`src/rtl/apb_arb2.sv`:
```
// Two-master APB arbiter sharing one downstream APB slave, one transfer at a time.
// Define APB_ARB_RR_EN for round-robin arbitration; default is fixed priority (S0 wins).
module apb_arb2 #(
    parameter int AW = 32,
    parameter int DW = 32
) (
    input  logic          PCLK,
    input  logic          PRESET,
    input  logic          S0_PSEL,
    input  logic          S0_PENABLE,
    input  logic [AW-1:0] S0_PADDR,
    input  logic          S0_PWRITE,
    input  logic [DW-1:0] S0_PWDATA,
    output logic [DW-1:0] S0_PRDATA,
    output logic          S0_PREADY,
    output logic          S0_PSLVERR,
    input  logic          S1_PSEL,
    input  logic          S1_PENABLE,
    input  logic [AW-1:0] S1_PADDR,
    input  logic          S1_PWRITE,
    input  logic [DW-1:0] S1_PWDATA,
    output logic [DW-1:0] S1_PRDATA,
    output logic          S1_PREADY,
    output logic          S1_PSLVERR,
    output logic          M_PSEL,
    output logic          M_PENABLE,
    output logic [AW-1:0] M_PADDR,
    output logic          M_PWRITE,
    output logic [DW-1:0] M_PWDATA,
    input  logic [DW-1:0] M_PRDATA,
    input  logic          M_PREADY,
    input  logic          M_PSLVERR,
    output logic          M_GNT
);

    typedef enum logic [1:0] {IDLE, SETUP, ACCESS, DONE} state_t;

    state_t                 state, state_nxt;
    logic                   any_req, win;
    logic                   psel_nxt, pen_nxt, wr_nxt, gnt_nxt;
    logic [AW-1:0]          addr_nxt;
    logic [DW-1:0]          wdata_nxt;
    logic [1:0]             rdy, rdy_nxt, err, err_nxt;
    logic [1:0][DW-1:0]     rdata, rdata_nxt;
`ifdef APB_ARB_RR_EN
    logic                   last, last_nxt;
`endif

    // Requester PENABLE carries no arbitration information; only PSEL counts.
    logic unused;
    assign unused = ^{S0_PENABLE, S1_PENABLE};

    assign any_req = S0_PSEL | S1_PSEL;
`ifdef APB_ARB_RR_EN
    assign win = (S0_PSEL & S1_PSEL) ? ~last : S1_PSEL;
`else
    assign win = ~S0_PSEL;
`endif

    assign S0_PREADY  = rdy[0];
    assign S1_PREADY  = rdy[1];
    assign S0_PRDATA  = rdata[0];
    assign S1_PRDATA  = rdata[1];
    assign S0_PSLVERR = err[0];
    assign S1_PSLVERR = err[1];

    always_ff @(posedge PCLK or posedge PRESET) begin
        if (PRESET) begin
            state     <= IDLE;
            M_PSEL    <= 1'b0;
            M_PENABLE <= 1'b0;
            M_PADDR   <= '0;
            M_PWRITE  <= 1'b0;
            M_PWDATA  <= '0;
            M_GNT     <= 1'b0;
            rdy       <= '0;
            rdata     <= '0;
            err       <= '0;
`ifdef APB_ARB_RR_EN
            last      <= 1'b1;
`endif
        end else begin
            state     <= state_nxt;
            M_PSEL    <= psel_nxt;
            M_PENABLE <= pen_nxt;
            M_PADDR   <= addr_nxt;
            M_PWRITE  <= wr_nxt;
            M_PWDATA  <= wdata_nxt;
            M_GNT     <= gnt_nxt;
            rdy       <= rdy_nxt;
            rdata     <= rdata_nxt;
            err       <= err_nxt;
`ifdef APB_ARB_RR_EN
            last      <= last_nxt;
`endif
        end
    end

    always_comb begin
        state_nxt = state;
        case (state)
            IDLE:    if (any_req) state_nxt = SETUP;
            SETUP:   state_nxt = ACCESS;
            ACCESS:  if (M_PREADY) state_nxt = DONE;
            DONE:    state_nxt = IDLE;
            default: state_nxt = IDLE;
        endcase
    end

    always_comb begin
        psel_nxt  = M_PSEL;
        pen_nxt   = M_PENABLE;
        addr_nxt  = M_PADDR;
        wr_nxt    = M_PWRITE;
        wdata_nxt = M_PWDATA;
        gnt_nxt   = M_GNT;
        rdy_nxt   = rdy;
        rdata_nxt = rdata;
        err_nxt   = err;
`ifdef APB_ARB_RR_EN
        last_nxt  = last;
`endif
        case (state)
            IDLE: if (any_req) begin
                gnt_nxt   = win;
`ifdef APB_ARB_RR_EN
                last_nxt  = win;
`endif
                psel_nxt  = 1'b1;
                pen_nxt   = 1'b0;
                addr_nxt  = win ? S1_PADDR  : S0_PADDR;
                wr_nxt    = win ? S1_PWRITE : S0_PWRITE;
                wdata_nxt = win ? S1_PWDATA : S0_PWDATA;
            end
            SETUP: pen_nxt = 1'b1;
            ACCESS: if (M_PREADY) begin
                psel_nxt           = 1'b0;
                pen_nxt            = 1'b0;
                addr_nxt           = '0;
                wr_nxt             = 1'b0;
                wdata_nxt          = '0;
                rdy_nxt[M_GNT]     = 1'b1;
                rdata_nxt[M_GNT]   = M_PWRITE ? '0 : M_PRDATA;
                err_nxt[M_GNT]     = M_PSLVERR;
            end
            DONE: begin
                rdy_nxt   = '0;
                rdata_nxt = '0;
                err_nxt   = '0;
            end
            default: ;
        endcase
    end

endmodule

```
`config.mk`:
```
export PLATFORM = sky130hd
export DESIGN_NAME = apb_arb2
export DESIGN_NICKNAME = d
export VERILOG_FILES = /design/src/rtl/apb_arb2.sv
export SDC_FILE = /design/constraint.sdc
export NUM_CORES = 1
export LEC_CHECK = 0
export CAP_MARGIN = 20
export CORE_ASPECT_RATIO = 1.25
export CORE_MARGIN = 10
export CORE_UTILIZATION = 40
export DETAILED_ROUTE_END_ITERATION = 16
export GPL_TIMING_DRIVEN = 1
export PLACE_DENSITY = 0.86
export RECOVER_POWER = 100
export SETUP_SLACK_MARGIN = 0.3
export SYNTH_ARGS = -nofsm -noshare
export SYNTH_HDL_FRONTEND = slang
export SYNTH_SLANG_ARGS = --single-unit
```
`constraint.sdc`:
```
create_clock -name PCLK -period 7.1 [get_ports PCLK]
set_input_delay 0.71 -clock PCLK [delete_from_list [all_inputs] [get_ports PCLK]]
set_output_delay 0.71 -clock PCLK [all_outputs]
set_load 0.02 [all_outputs]
```
==> results.sh <==
export IMPL_outcome="finished, violations left"
export IMPL_violations="capacitance limit, slew limit"
export IMPL_clk_path_buf_depth=2
export IMPL_area_growth_pct=49.6
export IMPL_synth_area_per_cell_um2=12.8
export IMPL_pwr_density_cell_mw_per_mm2=415
export IMPL_final_hold_violation_count=0
export IMPL_end_kind="flip-flop"
export IMPL_firstDrtPassIters=5
export IMPL_tightestPinTransition_ns=2.96
export IMPL_hold_path_class="flip-flop to flip-flop"
export IMPL_crit_required_ns=7.38
export IMPL_mostFrequentLayoutCell="clkdlybuf4s50_1"
export IMPL_synth_edff_count=0
export IMPL_postCtsHoldBufs=0
export IMPL_postCtsSetupRepairBufs=0
export IMPL_yosys_top_cells_area="dfrtp_1 (49%), mux2_2 (12%), mux2_4 (11%)"
export IMPL_tns_ns=0
export IMPL_stdcell_count=1074
export IMPL_clock_tree_root_cell="clkbuf_16"
export IMPL_ctsResizeCount=0
export IMPL_rr_endpoint="S1_PRDATA[22]"
export IMPL_grt_pass1_vias=5872
export IMPL_fp_dieH_um=169
export IMPL_globalplace_congestion=0.763
export IMPL_yosysUniqueCellTypes=28
export IMPL_yosys_area_top_type="dfrtp_1"
export IMPL_postRouteAntennaNets=0
export IMPL_cts_num_sinks=138
export IMPL_wl_um=20500
export IMPL_final_area_mm2=0.0106
export IMPL_leakagePower_nw=4.91
export IMPL_drv_cap=6
export IMPL_cp_max_fo=41
export IMPL_num_nets_final=1014
export IMPL_drtIter0Drc=195
export IMPL_crit_type="input port to flip-flop"
export IMPL_endpoint="M_PWDATA[0]"
export IMPL_die_width_um=139
export IMPL_synthFlopType="dfrtp_1"
export IMPL_slew_headroom_pct=-98.6
export IMPL_r2r_start="state[0]"
export IMPL_numCtsBuffers=17
export IMPL_antenna_found_initial=0
export IMPL_coreArea_mm2=0.0174
export IMPL_drc=0
export IMPL_drive_above_1_share_pct=13.6
export IMPL_rsz0062_at_grt="no"
export IMPL_vdd_drop_max_mv=0.295
export IMPL_yosysSeqAreaShare_pct=48.9
export IMPL_pin_count=306
export IMPL_grt_total_usage_pct=17.0
export IMPL_min_period_over_period_pct=66.2
export IMPL_post_drt_wl_per_cell_um=19.1
export IMPL_slew_viol_final=263
export IMPL_timing_fmax_mhz=213
export IMPL_ff2ff_setup_slack_ns=3.32
export IMPL_mostFrequentLayoutCells="clkdlybuf4s50_1 (164), dlygate4sd3_1 (138), dfrtp_1 (137)"
export IMPL_synth_cells=552
export IMPL_dp_hpwl_um=15500
export IMPL_fin_crit_ns=4.70
export IMPL_synth_net_count=729
export IMPL_place_area_mm2=0.0102
export IMPL_cp_arrival_ns=4.98
export IMPL_clkTransAtPathRegs_ns=0.06
export IMPL_power_total_mw=4.39
export IMPL_crit_path_start_kind="input port"
export IMPL_clock_latency_ns=0.41
export IMPL_start_util_pct=40.5
export IMPL_setup_worst_path_start="S0_PSEL"
export IMPL_syn_area_mm2=0.00707
export IMPL_grt_max_degree=72
export IMPL_finalSetupViolCount=0
export IMPL_rows=54
export IMPL_diodes=0
export IMPL_reg2reg_depth=5
export IMPL_htree_levels=4
export IMPL_postLayoutCoreUtil_pct=60.6
export IMPL_grt_pass1_wl_um=32400
export IMPL_dp_cells=1042
export IMPL_via_count=5254
export IMPL_async_flop_share_pct=100
export IMPL_die_area_mm2=0.0234
export IMPL_synth_top_cell_area_share_pct=48.9
export IMPL_ys_warn_count=0
export IMPL_synth_seq_cells=138
export IMPL_numPortBuffers=303
export IMPL_via_per_inst=4.89
export IMPL_grt_overflow=0
export IMPL_cts_tree="done"
export IMPL_skew_ns=0.00841
metrics by stage:
| stage | hold slack, ns | worst slack, ns |
|---|---|---|
| 3_3_place_gp | 0.468 | 3.96 |
| 6_report | 0.483 | 2.40 |
| 4_1_cts | 0.493 | 4.31 |
| 2_1_floorplan | 0.583 | 2.69 |
| 5_1_grt | 0.502 | 2.16 |
| 3_5_place_dp | 0.474 | 3.98 |
worst max-delay path: stages:
cell and delay [ns]:
clkbuf_1 1.43, clkbuf_1 2.04, mux2i_1 0.39, nor2_1 0.07, mux2_1 0.31
where the power goes:
| part | switching, mW | internal, mW | total, mW |
|---|---|---|---|
| clock network | 0.354 | 0.535 | 0.889 |
| registers | 0.146 | 1.09 | 1.23 |
| logic | 1.22 | 1.04 | 2.26 |
Yosys cell counts, drive strengths merged, types with 3 or more instances:
| cell | n |
|---|---|
| nor2 | 71 |
| mux2i | 66 |
| dfrtp | 138 |
| inv | 6 |
| nor3b | 65 |
| a21oi | 8 |
| buf | 30 |
| nand2 | 3 |
| mux2 | 133 |
| clkbuf | 14 |
| ha | 7 |
metal layers:
layer	GRT usage, %	vias to the layer above	share of wire, %
met5	0	-	0
met4	3.77	0	1.0
met3	6.52	16	7.3
met2	30.2	184	52
met1	18.9	2550	39
li1	-	2504	-
how the worst min path moves through the flow:
stage	from	endpoint	slack [ns]	depth (start not counted)
after CTS	S1_PRDATA[5]	S1_PRDATA[5]	0.49	1
after global placement	S1_PRDATA[12]	S1_PRDATA[12]	0.47	1
after detailed placement	S1_PRDATA[4]	S1_PRDATA[4]	0.47	1
after global routing	M_PADDR[14]	M_PADDR[14]	0.50	1
after floorplan	state[1]	state[1]	0.58	1
final	M_PADDR[12]	M_PADDR[12]	0.48	1
kinds of logic after synthesis:
logic type	after synthesis	share of synthesized area (%)
mux	199	33.2
flops	138	48.9
compound gates	12	1.01
fa+ha+maj	7	1.24
buf+inv	50	3.97
simple gates	146	11.7
layout make-up:
cell class              count  area [µm²]
flip-flops and latches    138        3450
clock inverters            14         160
multi-input cells         364        3140
clock buffers              18         439
inverters                   6        23.8
fillers                  1398        6860
repair buffers            310        3070
well taps                 224         280
sequential cells by signal, indices dropped and copies added (netlist names):
signal / flops
M_GNT: 1
M_PADDR: 32
M_PENABLE: 1
M_PSEL: 1
M_PWDATA: 32
M_PWRITE: 1
S0_PRDATA: 32
S1_PRDATA: 32
err: 2
rdy: 2
state: 2
(Power assumes the default switching activity.)
